File: config.mk
export PLATFORM = sky130hd
export DESIGN_NAME = uart_rx_capture
export DESIGN_NICKNAME = d
export VERILOG_FILES = /design/src/rtl/uart_rx_pkg.sv /design/src/rtl/uart_rx_chan.sv /design/src/rtl/uart_rx_capture.sv
export SDC_FILE = /design/constraint.sdc
export NUM_CORES = 1
export LEC_CHECK = 0
export ABC_CLOCK_PERIOD_IN_PS = 5600
export BUFFER_PORTS_ARGS = -buffer_cell sky130_fd_sc_hd__buf_2
export CELL_PAD_IN_SITES_DETAIL_PLACEMENT = 0
export CELL_PAD_IN_SITES_GLOBAL_PLACEMENT = 1
export CORE_MARGIN = 2
export CORE_UTILIZATION = 35
export CTS_CLUSTER_SIZE = 14
export DETAILED_ROUTE_END_ITERATION = 16
export HOLD_SLACK_MARGIN = 0.03
export PLACE_DENSITY = 0.53
export SYNTH_ARGS = -nofsm -noshare
export SYNTH_HDL_FRONTEND = slang
export SYNTH_SLANG_ARGS = --single-unit
File: constraint.sdc
create_clock -name HCLK -period 5.6 [get_ports HCLK]
set_input_delay 0.84 -clock HCLK [delete_from_list [all_inputs] [get_ports HCLK]]
set_output_delay 0.84 -clock HCLK [all_outputs]
set_load 0.05 [all_outputs]
File: src/rtl/uart_rx_pkg.sv
// Shared types for the multi-channel UART receive capture engine.
// Optional parity support is selected with the UART_RX_PARITY_EN macro.
package uart_rx_pkg;

    localparam int MAX_DATA_BITS = 9;

    typedef enum logic [2:0] {
        ST_IDLE,
        ST_START,
        ST_DATA,
        ST_PARITY,
        ST_STOP,
        ST_BRK
    } rx_state_t;

    typedef struct packed {
        logic [MAX_DATA_BITS-1:0] data;
        logic                     ferr;
        logic                     perr;
    } frame_t;

    // Width of a channel index; a single channel still needs one bit.
    function automatic int chan_w(input int n);
        return (n > 1) ? $clog2(n) : 1;
    endfunction

endpackage

File: src/rtl/uart_rx_chan.sv
// One receive lane: 2-flop synchronizer, mid-bit sampling FSM and a one-frame hold register.
// UART_RX_PARITY_EN adds the parity bit slot and the ODD parameter.
module uart_rx_chan
    import uart_rx_pkg::*;
#(
    parameter int DATA_BITS    = 8,
    parameter int CLKS_PER_BIT = 16
`ifdef UART_RX_PARITY_EN
    ,
    parameter bit ODD          = 1'b0
`endif
) (
    input  logic   HCLK,
    input  logic   HRESET,
    input  logic   rx,
    input  logic   grant,
    output logic   hold_full,
    output frame_t hold_frame,
    output logic   drop
);

    localparam int CW = $clog2(CLKS_PER_BIT);
    localparam int BW = $clog2(DATA_BITS);
    localparam logic [CW-1:0] HALF_M1  = CW'(CLKS_PER_BIT / 2 - 1);
    localparam logic [CW-1:0] FULL_M1  = CW'(CLKS_PER_BIT - 1);
    localparam logic [BW-1:0] LAST_BIT = BW'(DATA_BITS - 1);

    logic                 rx_p0, rx_p1, rx_p2;
    rx_state_t            state, state_n;
    logic [CW-1:0]        cnt, cnt_n;
    logic [BW-1:0]        bit_cnt, bit_n;
    logic [DATA_BITS-1:0] shreg, shreg_n;
    logic                 perr_r, perr_n;
    logic                 done, done_ferr;
    frame_t               frame_n;

    always_ff @(posedge HCLK or posedge HRESET) begin
        if (HRESET) begin
            {rx_p2, rx_p1, rx_p0} <= 3'b111;
            state   <= ST_IDLE;
            cnt     <= '0;
            bit_cnt <= '0;
        end else begin
            {rx_p2, rx_p1, rx_p0} <= {rx_p1, rx_p0, rx};
            state   <= state_n;
            cnt     <= cnt_n;
            bit_cnt <= bit_n;
        end
    end

    always_ff @(posedge HCLK) begin
        shreg  <= shreg_n;
        perr_r <= perr_n;
    end

    always_comb begin
        state_n   = state;
        cnt_n     = cnt + 1'b1;
        bit_n     = bit_cnt;
        shreg_n   = shreg;
        perr_n    = perr_r;
        done      = 1'b0;
        done_ferr = 1'b0;
        case (state)
            ST_IDLE: begin
                cnt_n = '0;
                if (rx_p2 && !rx_p1) state_n = ST_START;
            end
            ST_START: if (cnt == HALF_M1) begin
                // A start bit that is high again at mid-bit was a glitch.
                cnt_n   = '0;
                bit_n   = '0;
                perr_n  = 1'b0;
                state_n = rx_p1 ? ST_IDLE : ST_DATA;
            end
            ST_DATA: if (cnt == FULL_M1) begin
                cnt_n   = '0;
                shreg_n = {rx_p1, shreg[DATA_BITS-1:1]};
                bit_n   = bit_cnt + 1'b1;
`ifdef UART_RX_PARITY_EN
                if (bit_cnt == LAST_BIT) state_n = ST_PARITY;
`else
                if (bit_cnt == LAST_BIT) state_n = ST_STOP;
`endif
            end
`ifdef UART_RX_PARITY_EN
            ST_PARITY: if (cnt == FULL_M1) begin
                cnt_n   = '0;
                perr_n  = rx_p1 ^ (^shreg) ^ ODD;
                state_n = ST_STOP;
            end
`endif
            ST_STOP: if (cnt == FULL_M1) begin
                cnt_n     = '0;
                done      = 1'b1;
                done_ferr = !rx_p1;
                state_n   = rx_p1 ? ST_IDLE : ST_BRK;
            end
            ST_BRK: begin
                cnt_n = '0;
                if (rx_p1) state_n = ST_IDLE;
            end
            default: state_n = ST_IDLE;
        endcase
    end

    always_comb begin
        frame_n                      = '0;
        frame_n.data[DATA_BITS-1:0]  = shreg;
        frame_n.ferr                 = done_ferr;
        frame_n.perr                 = perr_r;
    end

    // A hold slot being drained this cycle can take the new frame.
    assign drop = done && hold_full && !grant;

    always_ff @(posedge HCLK or posedge HRESET) begin
        if (HRESET)                              hold_full <= 1'b0;
        else if (done && (!hold_full || grant))  hold_full <= 1'b1;
        else if (grant)                          hold_full <= 1'b0;
    end

    always_ff @(posedge HCLK) begin
        if (done && (!hold_full || grant)) hold_frame <= frame_n;
    end

endmodule

File: src/rtl/uart_rx_capture.sv
// Multi-channel UART capture: per-channel receivers, round-robin arbiter, shared tagged FIFO.
// Define UART_RX_PARITY_EN to receive a parity bit per frame and report mismatches on m_perr.
module uart_rx_capture
    import uart_rx_pkg::*;
#(
    parameter int CHANNELS     = 4,
    parameter int DATA_BITS    = 8,
    parameter int CLKS_PER_BIT = 16,
    parameter int FIFO_DEPTH   = 16
`ifdef UART_RX_PARITY_EN
    ,
    parameter bit ODD          = 1'b0
`endif
) (
    input  logic                                          HCLK,
    input  logic                                          HRESET,
    input  logic [CHANNELS-1:0]                           rx,
    output logic                                          m_valid,
    input  logic                                          m_ready,
    output logic [DATA_BITS-1:0]                          m_data,
    output logic [((CHANNELS > 1) ? $clog2(CHANNELS) : 1)-1:0] m_chan,
    output logic                                          m_ferr,
    output logic                                          m_perr,
    output logic [CHANNELS-1:0]                           ovf,
    input  logic [CHANNELS-1:0]                           ovf_clr,
    output logic [$clog2(FIFO_DEPTH):0]                   fifo_level
);

    localparam int CHW = chan_w(CHANNELS);
    localparam int AW  = $clog2(FIFO_DEPTH);
    localparam int LVW = AW + 1;

    logic [CHANNELS-1:0] hold_full, grant, drop;
    frame_t              hold_frame [CHANNELS];

    for (genvar g = 0; g < CHANNELS; g++) begin : g_chan
        uart_rx_chan #(
            .DATA_BITS    (DATA_BITS),
            .CLKS_PER_BIT (CLKS_PER_BIT)
`ifdef UART_RX_PARITY_EN
            ,
            .ODD          (ODD)
`endif
        ) u_chan (
            .HCLK       (HCLK),
            .HRESET     (HRESET),
            .rx         (rx[g]),
            .grant      (grant[g]),
            .hold_full  (hold_full[g]),
            .hold_frame (hold_frame[g]),
            .drop       (drop[g])
        );
    end

    logic [CHW-1:0] rr_ptr, win;
    logic           win_vld, can_push, push, pop;
    int             arb_idx;
    logic [AW:0]    wr_ptr, rd_ptr;
    logic [AW-1:0]  rd_idx;
    logic           fifo_full, fifo_empty;
    frame_t         mem_frame [FIFO_DEPTH];
    logic [CHW-1:0] mem_chan  [FIFO_DEPTH];

    // Scan downwards so the lowest offset from rr_ptr is the last, winning match.
    always_comb begin
        win     = '0;
        win_vld = 1'b0;
        arb_idx = 0;
        for (int i = CHANNELS - 1; i >= 0; i--) begin
            arb_idx = int'(rr_ptr) + i;
            if (arb_idx >= CHANNELS) arb_idx = arb_idx - CHANNELS;
            if (hold_full[CHW'(arb_idx)]) begin
                win     = CHW'(arb_idx);
                win_vld = 1'b1;
            end
        end
    end

    assign pop      = m_valid && m_ready;
    assign can_push = !fifo_full || pop;
    assign push     = win_vld && can_push;

    always_comb begin
        grant = '0;
        if (push) grant[win] = 1'b1;
    end

    always_ff @(posedge HCLK or posedge HRESET) begin
        if (HRESET)    rr_ptr <= '0;
        else if (push) rr_ptr <= (int'(win) == CHANNELS - 1) ? '0 : win + 1'b1;
    end

    assign rd_idx     = rd_ptr[AW-1:0];
    assign fifo_empty = (wr_ptr == rd_ptr);
    assign fifo_full  = (wr_ptr[AW] != rd_ptr[AW]) && (wr_ptr[AW-1:0] == rd_ptr[AW-1:0]);
    assign fifo_level = LVW'(wr_ptr - rd_ptr);

    always_ff @(posedge HCLK or posedge HRESET) begin
        if (HRESET) begin
            wr_ptr <= '0;
            rd_ptr <= '0;
        end else begin
            if (push) wr_ptr <= wr_ptr + 1'b1;
            if (pop)  rd_ptr <= rd_ptr + 1'b1;
        end
    end

    always_ff @(posedge HCLK) begin
        if (push) begin
            mem_frame[wr_ptr[AW-1:0]] <= hold_frame[win];
            mem_chan[wr_ptr[AW-1:0]]  <= win;
        end
    end

    // Head fields are forced to zero while empty so reset shows all-zero outputs.
    assign m_valid = !fifo_empty;
    assign m_data  = m_valid ? mem_frame[rd_idx].data[DATA_BITS-1:0] : '0;
    assign m_chan  = m_valid ? mem_chan[rd_idx] : '0;
    assign m_ferr  = m_valid && mem_frame[rd_idx].ferr;
`ifdef UART_RX_PARITY_EN
    assign m_perr  = m_valid && mem_frame[rd_idx].perr;
`else
    assign m_perr  = 1'b0;
`endif

    always_ff @(posedge HCLK or posedge HRESET) begin
        if (HRESET) ovf <= '0;
        else        ovf <= (ovf & ~ovf_clr) | drop;
    end

endmodule

==> results.py, run 1 <==
metrics = {
    "placement": {
        "dp_hpwl_mm": 18.19,
        "port_buffers": 31,
        "gp_congestion": 0.7717,
        "placed_area_um2": 13600,
        "pre_cts_ws_ns": 1.859,
    },
    "logic_synthesis": {
        "synthArstFlopShare_pct": 22.78,
        "synth_top_area_share_pct": 56.60,
        "synth_seq_area_share_pct": 70.63,
        "synth_cells": 764,
        "ys_seq_elements": 316,
        "synth_fp_nets": 798,
        "netlist_top_cells_count": "edfxtp_1, dfrtp_1, mux4_2",
        "netlist_top_cells_area": "edfxtp_1, dfrtp_1, mux4_2",
        "synth.avg_cell_area_um2": 16.95,
        "synth_edf_count": 244,
        "synth.most_common_cell": "edfxtp_1",
        "synth.distinct_cells": 68,
        "synth_area_um2": 12950,
        "yosysTopAreaCell": "edfxtp_1",
        "synth_flop_cell": "edfxtp_1",
        "yosysWarnings": 0,
    },
    "hold_path": {
        "whs_endpoint": "g_chan[2].u_chan.rx_p1",
        "min_path_type": "reg -> reg",
        "hold_depth": 0,
        "worstHoldStart": "g_chan[2].u_chan.rx_p0",
    },
    "floorplanning": {
        "rows": 70,
        "pin_count": 33,
        "die_area_um2": 38540,
        "die_x_um": 196.3,
        "initial_core_util_pct": 35.45,
        "coreArea_um2": 36520,
        "fp.dieH_um": 196.3,
    },
    "timing": {
        "min_period_over_period_pct": 73.05,
        "skew_ns": 0.01399,
        "hold_ws_ns": 0.3554,
        "max_freq_mhz": 244.4,
        "setup_viol": 0,
        "hold_violations": 0,
        "setup_slack_ns": 1.509,
        "slew_headroom_pct": 14.30,
        "rsz0062_at_grt": "false",
        "setup-tns-final_ns": 0,
        "slew_violations": 0,
        "period_minus_slack_ns": 4.091,
        "worst_pin_slew_ns": 1.266,
    },
    "power_and_ir_drop": {
        "p_seq_share_pct": 42.4,
        "clockPowerShare_pct": 32.4,
        "powerDensity_nw_per_um2": 447.4,
        "combPwrFrac_pct": 25.2,
        "peakVddDrop_mv": 0.2344,
        "p_leak_nw": 5.169,
        "switching_share_pct": 31.56,
        "switchingPower_mw": 2.070,
        "cellInternalPower_mw": 4.488,
    },
    "finish": {
        "nets": 837,
        "diodes": 0,
        "nFillCells": 3262,
        "stdcell_area_um2": 14660,
        "drive_above_1_share_pct": 21.28,
        "multi_input_area_um2": 3566,
        "fin_util_pct": 40.14,
        "final-seq-area_um2": 9146,
        "syn_to_final_growth_pct": 13.23,
    },
    "run": {
        "cap_viol_max_count": 0,
    },
    "clock_network": {
        "ctsResizeCount": 0,
        "insertion_delay_ns": 0.50,
        "clock-sinks": 316,
        "path_clk_slew_ns": 0.06,
        "cts_setup_buffers": 0,
        "cts_buffer_depth": 3,
        "cts_tree": "yes",
        "cts_buffers": 35,
        "postCtsHoldBufs": 0,
        "root_buffer": "clkbuf_16",
        "htree_num_levels": 2,
    },
    "global_routing": {
        "antenna_found_initial": 0,
        "grt_max_degree": 48,
        "grt_first_pass_wirelength_mm": 42.86,
        "track_usage_pct": 14.66,
        "grt_pass1_vias": 7129,
        "gr-total-overflow": 0,
    },
    "setup_path": {
        "cp.required_ns": 4.76,
        "cp_data_arrival_time_ns": 3.25,
        "worstPathMaxFanout": 30,
        "rr_worst_depth": 5,
        "regToRegEndpoint": "mem_frame[12][3]",
        "worstReg2RegStart": "rd_ptr[0]",
        "critical_path_class": "reg -> out",
        "critPathLaunchType": "flop",
        "reg2reg_slack_ns": 1.94,
        "worstSetupEndpointType": "primary output",
    },
    "drt": {
        "viasPerCell": 5.211,
        "drt_wl_total_mm": 27.30,
        "first_pass_iters": 5,
        "remaining_drc_errors": 0,
        "ant_nets": 0,
        "drt_iter0_drc": 362,
        "post_drt_wl_per_cell_um": 21.08,
        "vias": 6748,
    },
    "run_status": {
        "status": "complete, no violations",
    },
}
-- kinds of logic after synthesis --
logic type / after synthesis / synth area share [%]
buf+inv: 60 / 2.068
xor+xnor: 24 / 1.624
mux: 81 / 11.42
flops: 316 / 70.63
simple gates: 154 / 6.224
compound gates: 104 / 5.644
fa+ha+maj: 24 / 2.358
other cells: 1 / 0.02897
-- worst max-delay path, stage by stage, from the launching register on --
cell and delay (ns):
dfrtp_2 1.08, ha_1 0.42, and4_1 0.17, nand2_1 0.11, nand2_1 0.28, o22ai_1 0.36, buf_2 0.33
-- through the flow --
step	total power [mW]	std cells
floorplan	4.092	764
global placement	4.490	1234
detailed placement	4.505	1234
CTS	6.661	1295
global route	6.886	1295
finish	6.558	1295
-- layout by cell type (no fill, tap or decap), types with 22 or more instances in the layout --
master and n:
inv_1 22, edfxtp_1 244, mux2i_1 24, nor2_1 32
ha_1 22, clkbuf_16 37, mux4_2 53, dfrtp_1 58
nand2_1 35, buf_2 31
-- power by group through the flow --
| stage | Clock (mW) | Sequential, mW | Combinational (mW) |
|---|---|---|---|
| 2_1_floorplan | 0 | 2.69 | 1.40 |
| 3_3_place_gp | 0 | 2.82 | 1.67 |
| 3_5_place_dp | 0 | 2.83 | 1.68 |
| 4_1_cts | 2.20 | 2.78 | 1.69 |
| 5_1_grt | 2.30 | 2.80 | 1.78 |
| 6_report | 2.13 | 2.78 | 1.65 |
-- state kept, by name (all words and copies together) (netlist names) --
register	flops
g_chan.u_chan.bit_cnt	12
g_chan.u_chan.cnt	16
g_chan.u_chan.hold_frame	36
g_chan.u_chan.hold_full	4
g_chan.u_chan.rx_p0	4
g_chan.u_chan.rx_p1	4
g_chan.u_chan.rx_p2	4
g_chan.u_chan.shreg	32
g_chan.u_chan.state	12
mem_chan	32
mem_frame	144
ovf	4
rd_ptr	5
rr_ptr	2
wr_ptr	5
-- worst max path at each step --
stage / startpoint / end / slack (ns) / cells after the start
6_report: rd_ptr[0] / m_chan[0] / 1.51 / 6
5_1_grt: rd_ptr[0] / m_data[7] / 1.18 / 6
4_1_cts: rd_ptr[0] / m_chan[0] / 1.42 / 6
3_5_place_dp: rd_ptr[0] / mem_frame[10][9] / 1.86 / 5
3_3_place_gp: rd_ptr[0] / g_chan[1].u_chan.hold_frame[2] / 1.87 / 5
2_1_floorplan: rd_ptr[3] / m_chan[1] / 1.73 / 8
-- layout make-up --
type                    count  area share [%]
repair buffers             38           1.417
flip-flops and latches    316           62.39
multi-input cells         388           24.33
clock inverters            18          0.7852
clock buffers              43           6.470
inverters                  24          0.6145
well taps                 468           3.995
-- routing by layer --
layer | share of wire, % | wire length (um) | vias to the layer above | track usage, %
met5 | 0 | 0 | - | 0
met4 | 2.3 | 634 | 0 | 4.068
met3 | 4.4 | 1211 | 45 | 2.579
met2 | 49 | 13260 | 149 | 24.15
met1 | 45 | 12200 | 3490 | 20.08
li1 | - | - | 3064 | -
Note: power is estimated with default switching activity, not from simulation.
==> run 2: changes to the inputs <==
ABC_CLOCK_PERIOD_IN_PS = 4050   (was 5600)
clock period = 4.05 ns   (was 5.6 ns; I/O delays follow)
==> run 2 against run 1 <==
Count of clock-buffer cells in the layout rose by 2. Register-to-register slack got worse by 0.89 ns. Setup slack worse by 0.84 ns. Sequential cell count unchanged. Final cell count rose by 1.6%. Combinational power up 38%. Sequential share of layout area shrank 0.81 points. Critical path type unchanged. Largest power group unchanged.
==> results.py, run 2 (synthesis gave the netlist of run 1 again) <==
metrics = {
    "run_status": {
        "status": "complete, no violations",
    },
    "drt": {
        "remaining_drc_errors": 0,
        "drt_wl_total_mm": 26.62,
        "first_pass_iters": 4,
        "ant_nets": 0,
        "viasPerCell": 5.171,
        "drt_iter0_drc": 474,
        "post_drt_wl_per_cell_um": 20.23,
        "vias": 6805,
    },
    "timing": {
        "worst_pin_slew_ns": 0.9507,
        "skew_ns": 0.02429,
        "min_period_over_period_pct": 83.44,
        "rsz0062_at_grt": "false",
        "setup_slack_ns": 0.6708,
        "max_freq_mhz": 295.9,
        "period_minus_slack_ns": 3.379,
        "setup_viol": 0,
        "slew_violations": 0,
        "slew_headroom_pct": 36.39,
        "hold_violations": 0,
        "setup-tns-final_ns": 0,
    },
    "setup_path": {
        "critPathBufInv": 1,
        "worstPathMaxFanout": 11,
        "crit_chain": "ha_1 > and4_1 > nand2_1 > nand2_1 > o22ai_1 > buf_2",
        "cp.required_ns": 3.44,
        "critPathLaunchType": "flop",
        "cpMaxStageDelayCell": "dfrtp_1",
        "worstSetupEndpointType": "primary output",
        "cp_num_cells": 6,
        "rr_worst_depth": 8,
        "cp_common_cell": "nand2_1",
        "slowest_delay_ns": 0.52,
        "cpLargestDelayFamily": "simple AND/OR/NAND/NOR gates",
        "reg2reg_slack_ns": 1.05,
        "critical_path_class": "reg -> out",
        "cp_data_arrival_time_ns": 2.77,
    },
    "global_routing": {
        "grt_max_degree": 48,
        "antenna_found_initial": 0,
        "grt_first_pass_wirelength_mm": 41.50,
        "grt_pass1_vias": 7141,
        "track_usage_pct": 14.13,
        "gr-total-overflow": 0,
    },
    "power_and_ir_drop": {
        "peakVddDrop_mv": 0.3910,
        "switchingPower_mw": 2.798,
        "switching_share_pct": 30.93,
        "cellInternalPower_mw": 6.249,
        "p_seq_share_pct": 41.6,
        "powerDensity_nw_per_um2": 609.1,
        "combPwrFrac_pct": 25.0,
        "p_leak_nw": 5.293,
        "clockPowerShare_pct": 33.4,
    },
    "clock_network": {
        "root_buffer": "clkbuf_16",
        "cts_setup_buffers": 0,
        "htree_num_levels": 2,
        "ctsResizeCount": 0,
        "path_clk_slew_ns": 0.06,
        "cts_buffers": 36,
        "postCtsHoldBufs": 0,
        "cts_buffer_depth": 3,
        "insertion_delay_ns": 0.51,
        "cts_tree": "yes",
        "clock-sinks": 316,
    },
    "placement": {
        "pre_cts_ws_ns": 1.043,
        "gp_congestion": 0.7874,
        "port_buffers": 31,
        "dp_hpwl_mm": 17.13,
    },
    "finish": {
        "fin_util_pct": 40.67,
        "most-common-layout-cells": "edfxtp_1, dfrtp_1, mux4_2",
        "nets": 859,
        "syn_to_final_growth_pct": 14.73,
        "drive_above_1_share_pct": 23.00,
        "layout_commonest_cell": "edfxtp_1",
        "largest_reg_flops": 144,
        "diodes": 0,
    },
    "hold_path": {
        "hold_depth": 1,
        "min_path_type": "in -> reg",
    },
    "run": {
        "cap_viol_max_count": 0,
    },
    "floorplanning": {
        "initial_core_util_pct": 35.45,
        "coreArea_um2": 36520,
        "rows": 70,
        "die_x_um": 196.3,
        "fp.dieH_um": 196.3,
        "pin_count": 33,
        "die_area_um2": 38540,
    },
}
==> run 2: changes by cell type in the layout (fill, tap and decap cells not counted), sizes merged <==
cell and delta:
buf +21, clkinv -5, clkbuf +2, inv +2, bufinv +1
==> run 2: cell type report <==
| type | count | area, um^2 |
|---|---|---|
| repair buffers | 59 | 377.9 |
| multi-input cells | 388 | 3563 |
| flip-flops and latches | 316 | 9146 |
| clock buffers | 45 | 955.9 |
| inverters | 24 | 90.09 |
| clock inverters | 16 | 133.9 |
| fillers | 3253 | 21670 |
| well taps | 468 | 585.6 |
==> run 2: per-stage QoR <==
stage	cells	total power, mW	area (um^2)	hold WS, ns
global route	1316	9.487	14850	0.1732
detailed placement	1255	6.133	13760	0.3468
finish	1316	9.047	14850	0.1920
floorplan	764	5.586	12950	0.3452
global placement	1255	6.116	13760	0.3472
CTS	1316	9.201	14850	0.1664
==> run 2: metal layers <==
metal | global-route usage, % | vias to the layer above | part of all wire, %
li1 | - | 3105 | -
met1 | 19.32 | 3549 | 46
met2 | 23.33 | 108 | 49
met3 | 2.476 | 43 | 3.4
met4 | 3.872 | 0 | 2.0
met5 | 0 | - | 0
==> run 2: path summary, 6_finish.rpt <==
kind,endpoint,startpoint
worst max-delay path,m_data[1],wr_ptr[2]
worst min-delay path,g_chan[2].u_chan.rx_p0,rx[2]
worst max register to register,g_chan[3].u_chan.hold_frame[3],rr_ptr[1]
worst min register to register,g_chan[1].u_chan.rx_p1,g_chan[1].u_chan.rx_p0
max in group asynchronous,g_chan[0].u_chan.rx_p2,HRESET
min in group asynchronous,ovf[1],HRESET
==> run 2: power by group through the flow <==
stage / Clock [mW] / Combinational (mW) / Sequential (mW)
floorplan: 0 / 1.86 / 3.72
global placement: 0 / 2.30 / 3.82
detailed placement: 0 / 2.31 / 3.82
CTS: 3.12 / 2.32 / 3.76
global route: 3.25 / 2.45 / 3.79
finish: 3.02 / 2.27 / 3.76
==> run 3: changes to the inputs <==
ABC_CLOCK_PERIOD_IN_PS = 3270   (was 4050)
clock period = 3.27 ns   (was 4.05 ns; I/O delays follow)
==> run 3 against run 2 <==
Combinational power is 24% higher. Design area is 0.13% higher. Sequential cell count stayed put. Register-to-register slack worse by 0.38 ns. Setup slack worse by 0.49 ns. Total power is 23% higher. Clock power is 21% higher.
==> results.py, run 3 (synthesis gave the netlist of run 1 again) <==
metrics = {
    "clock_network": {
        "clock-sinks": 316,
        "insertion_delay_ns": 0.52,
        "path_clk_slew_ns": 0.06,
        "cts_buffer_depth": 3,
        "htree_num_levels": 2,
        "cts_tree": "yes",
        "cts_setup_buffers": 0,
        "cts_buffers": 36,
        "root_buffer": "clkbuf_16",
    },
    "setup_path": {
        "crit_chain": "ha_1 > and4_1 > nand2_1 > nand2_2 > o22ai_1 > buf_2",
        "cpMaxStageDelayCell": "dfrtp_1",
        "cp.required_ns": 2.78,
        "cp_data_arrival_time_ns": 2.60,
        "critPathLaunchType": "flop",
        "reg2reg_slack_ns": 0.67,
        "critical_path_class": "reg -> out",
        "worstSetupEndpointType": "primary output",
        "worstPathMaxFanout": 11,
        "slowest_delay_ns": 0.51,
    },
    "power_and_ir_drop": {
        "peakVddDrop_mv": 0.4304,
        "combPwrFrac_pct": 25.3,
        "switching_share_pct": 31.35,
        "switchingPower_mw": 3.487,
        "p_seq_share_pct": 41.9,
        "cellInternalPower_mw": 7.635,
        "clockPowerShare_pct": 32.8,
        "p_leak_nw": 5.295,
        "p_total_mw": 11.12,
        "powerDensity_nw_per_um2": 747.9,
    },
    "timing": {
        "min_period_over_period_pct": 94.38,
        "setup-tns-final_ns": 0,
        "skew_ns": 0.02588,
        "setup_viol": 0,
        "max_freq_mhz": 324.0,
        "slew_violations": 0,
        "slew_headroom_pct": 40.86,
        "rsz0062_at_grt": "false",
        "period_minus_slack_ns": 3.086,
        "hold_violations": 0,
        "worst_pin_slew_ns": 0.8733,
    },
    "drt": {
        "drt_wl_total_mm": 27.44,
        "vias": 6780,
        "first_pass_iters": 4,
        "drt_iter0_drc": 396,
        "remaining_drc_errors": 0,
        "post_drt_wl_per_cell_um": 20.74,
        "ant_nets": 0,
        "viasPerCell": 5.125,
    },
    "floorplanning": {
        "fp.dieH_um": 196.3,
        "pin_count": 33,
        "rows": 70,
        "initial_core_util_pct": 35.45,
        "die_area_um2": 38540,
        "die_x_um": 196.3,
        "coreArea_um2": 36520,
    },
    "finish": {
        "nets": 864,
        "largest_reg_flops": 144,
        "layout_commonest_cell": "edfxtp_1",
        "drive_above_1_share_pct": 22.95,
        "syn_to_final_growth_pct": 14.87,
        "stdcell_area_um2": 14870,
        "most-common-layout-cells": "edfxtp_1, dfrtp_1, mux4_2",
    },
    "global_routing": {
        "antenna_found_initial": 1,
        "grt_max_degree": 48,
        "grt_first_pass_wirelength_mm": 42.34,
        "grt_pass1_vias": 7155,
        "gr-total-overflow": 0,
        "track_usage_pct": 14.46,
    },
    "placement": {
        "gp_congestion": 0.7748,
        "placed_area_um2": 13800,
        "dp_hpwl_mm": 17.66,
        "port_buffers": 31,
    },
    "hold_path": {
        "min_path_type": "in -> reg",
    },
    "run": {
        "cap_viol_max_count": 0,
    },
    "run_status": {
        "status": "complete, no violations",
    },
}
run 3: cell count changes in the layout (fill, tap and decap cells not counted), moves of 2 or more:
cell      change
clkinv_2      -2
nand2_2       +2
nand2_1       -2
clkbuf_1      +4
buf_4         +3
run 3: path summary, 6_finish.rpt:
kind,startpoint,to,cells past startpoint
worst max-delay path,wr_ptr[2],m_chan[1],6
worst min-delay path,rx[0],g_chan[0].u_chan.rx_p0,1
worst max register to register,wr_ptr[2],wr_ptr[4],6
worst min register to register,g_chan[1].u_chan.rx_p0,g_chan[1].u_chan.rx_p1,0
max in group asynchronous,HRESET,g_chan[0].u_chan.rx_p2,4
min in group asynchronous,HRESET,g_chan[0].u_chan.hold_full,3
run 3: layout make-up:
| cell class | count | area (um^2) |
|---|---|---|
| fillers | 3264 | 21650 |
| diodes | 1 | 2.502 |
| well taps | 468 | 585.6 |
| clock inverters | 14 | 105.1 |
| repair buffers | 64 | 430.4 |
| multi-input cells | 388 | 3566 |
| inverters | 24 | 90.09 |
| clock buffers | 48 | 945.9 |
| flip-flops and latches | 316 | 9146 |
run 3: per-stage QoR:
stage	setup slack, ns	util, %	cells	hold WS (ns)
3_3_place_gp	0.6389	37.79	1259	0.3463
5_1_grt	0.04116	40.71	1322	0.04628
6_report	0.1839	40.72	1323	0.06899
2_1_floorplan	-0.2462	-	764	0.3452
4_1_cts	0.02252	40.70	1322	0.05169
3_5_place_dp	0.5816	37.79	1259	0.3475
run 3: metal layers:
metal | global-route usage [%] | up-vias | wire, um
met5 | 0 | - | 0
li1 | - | 3129 | -
met1 | 19.03 | 3475 | 11880
met2 | 24.53 | 130 | 13660
met3 | 2.613 | 46 | 1334
met4 | 4.209 | 0 | 570
run 3: critical path, delay by kind of cell (launching register included):
family / cells / cell delay, ns
and+or+nand+nor: 3 / 0.57
DFF: 1 / 0.51
AOI/OAI and AO/OA: 1 / 0.26
adders and majority gates: 1 / 0.42
buffers and inverters: 1 / 0.30
run 3: power by group through the flow:
stage / Combinational, mW / Sequential [mW] / Clock [mW]
final: 2.82 / 4.66 / 3.65
after floorplan: 2.31 / 4.61 / 0
after global placement: 2.84 / 4.72 / 0
after CTS: 2.87 / 4.65 / 3.76
after global routing: 3.03 / 4.68 / 3.92
after detailed placement: 2.86 / 4.73 / 0
run 3: what timing repair did:
item | 4_1_cts | 5_1_grt
setup endpoints to repair | 0 | 11
resized for setup | 0 | 2
hold buffers | 1 | 0
hold endpoints to repair | 5 | 0
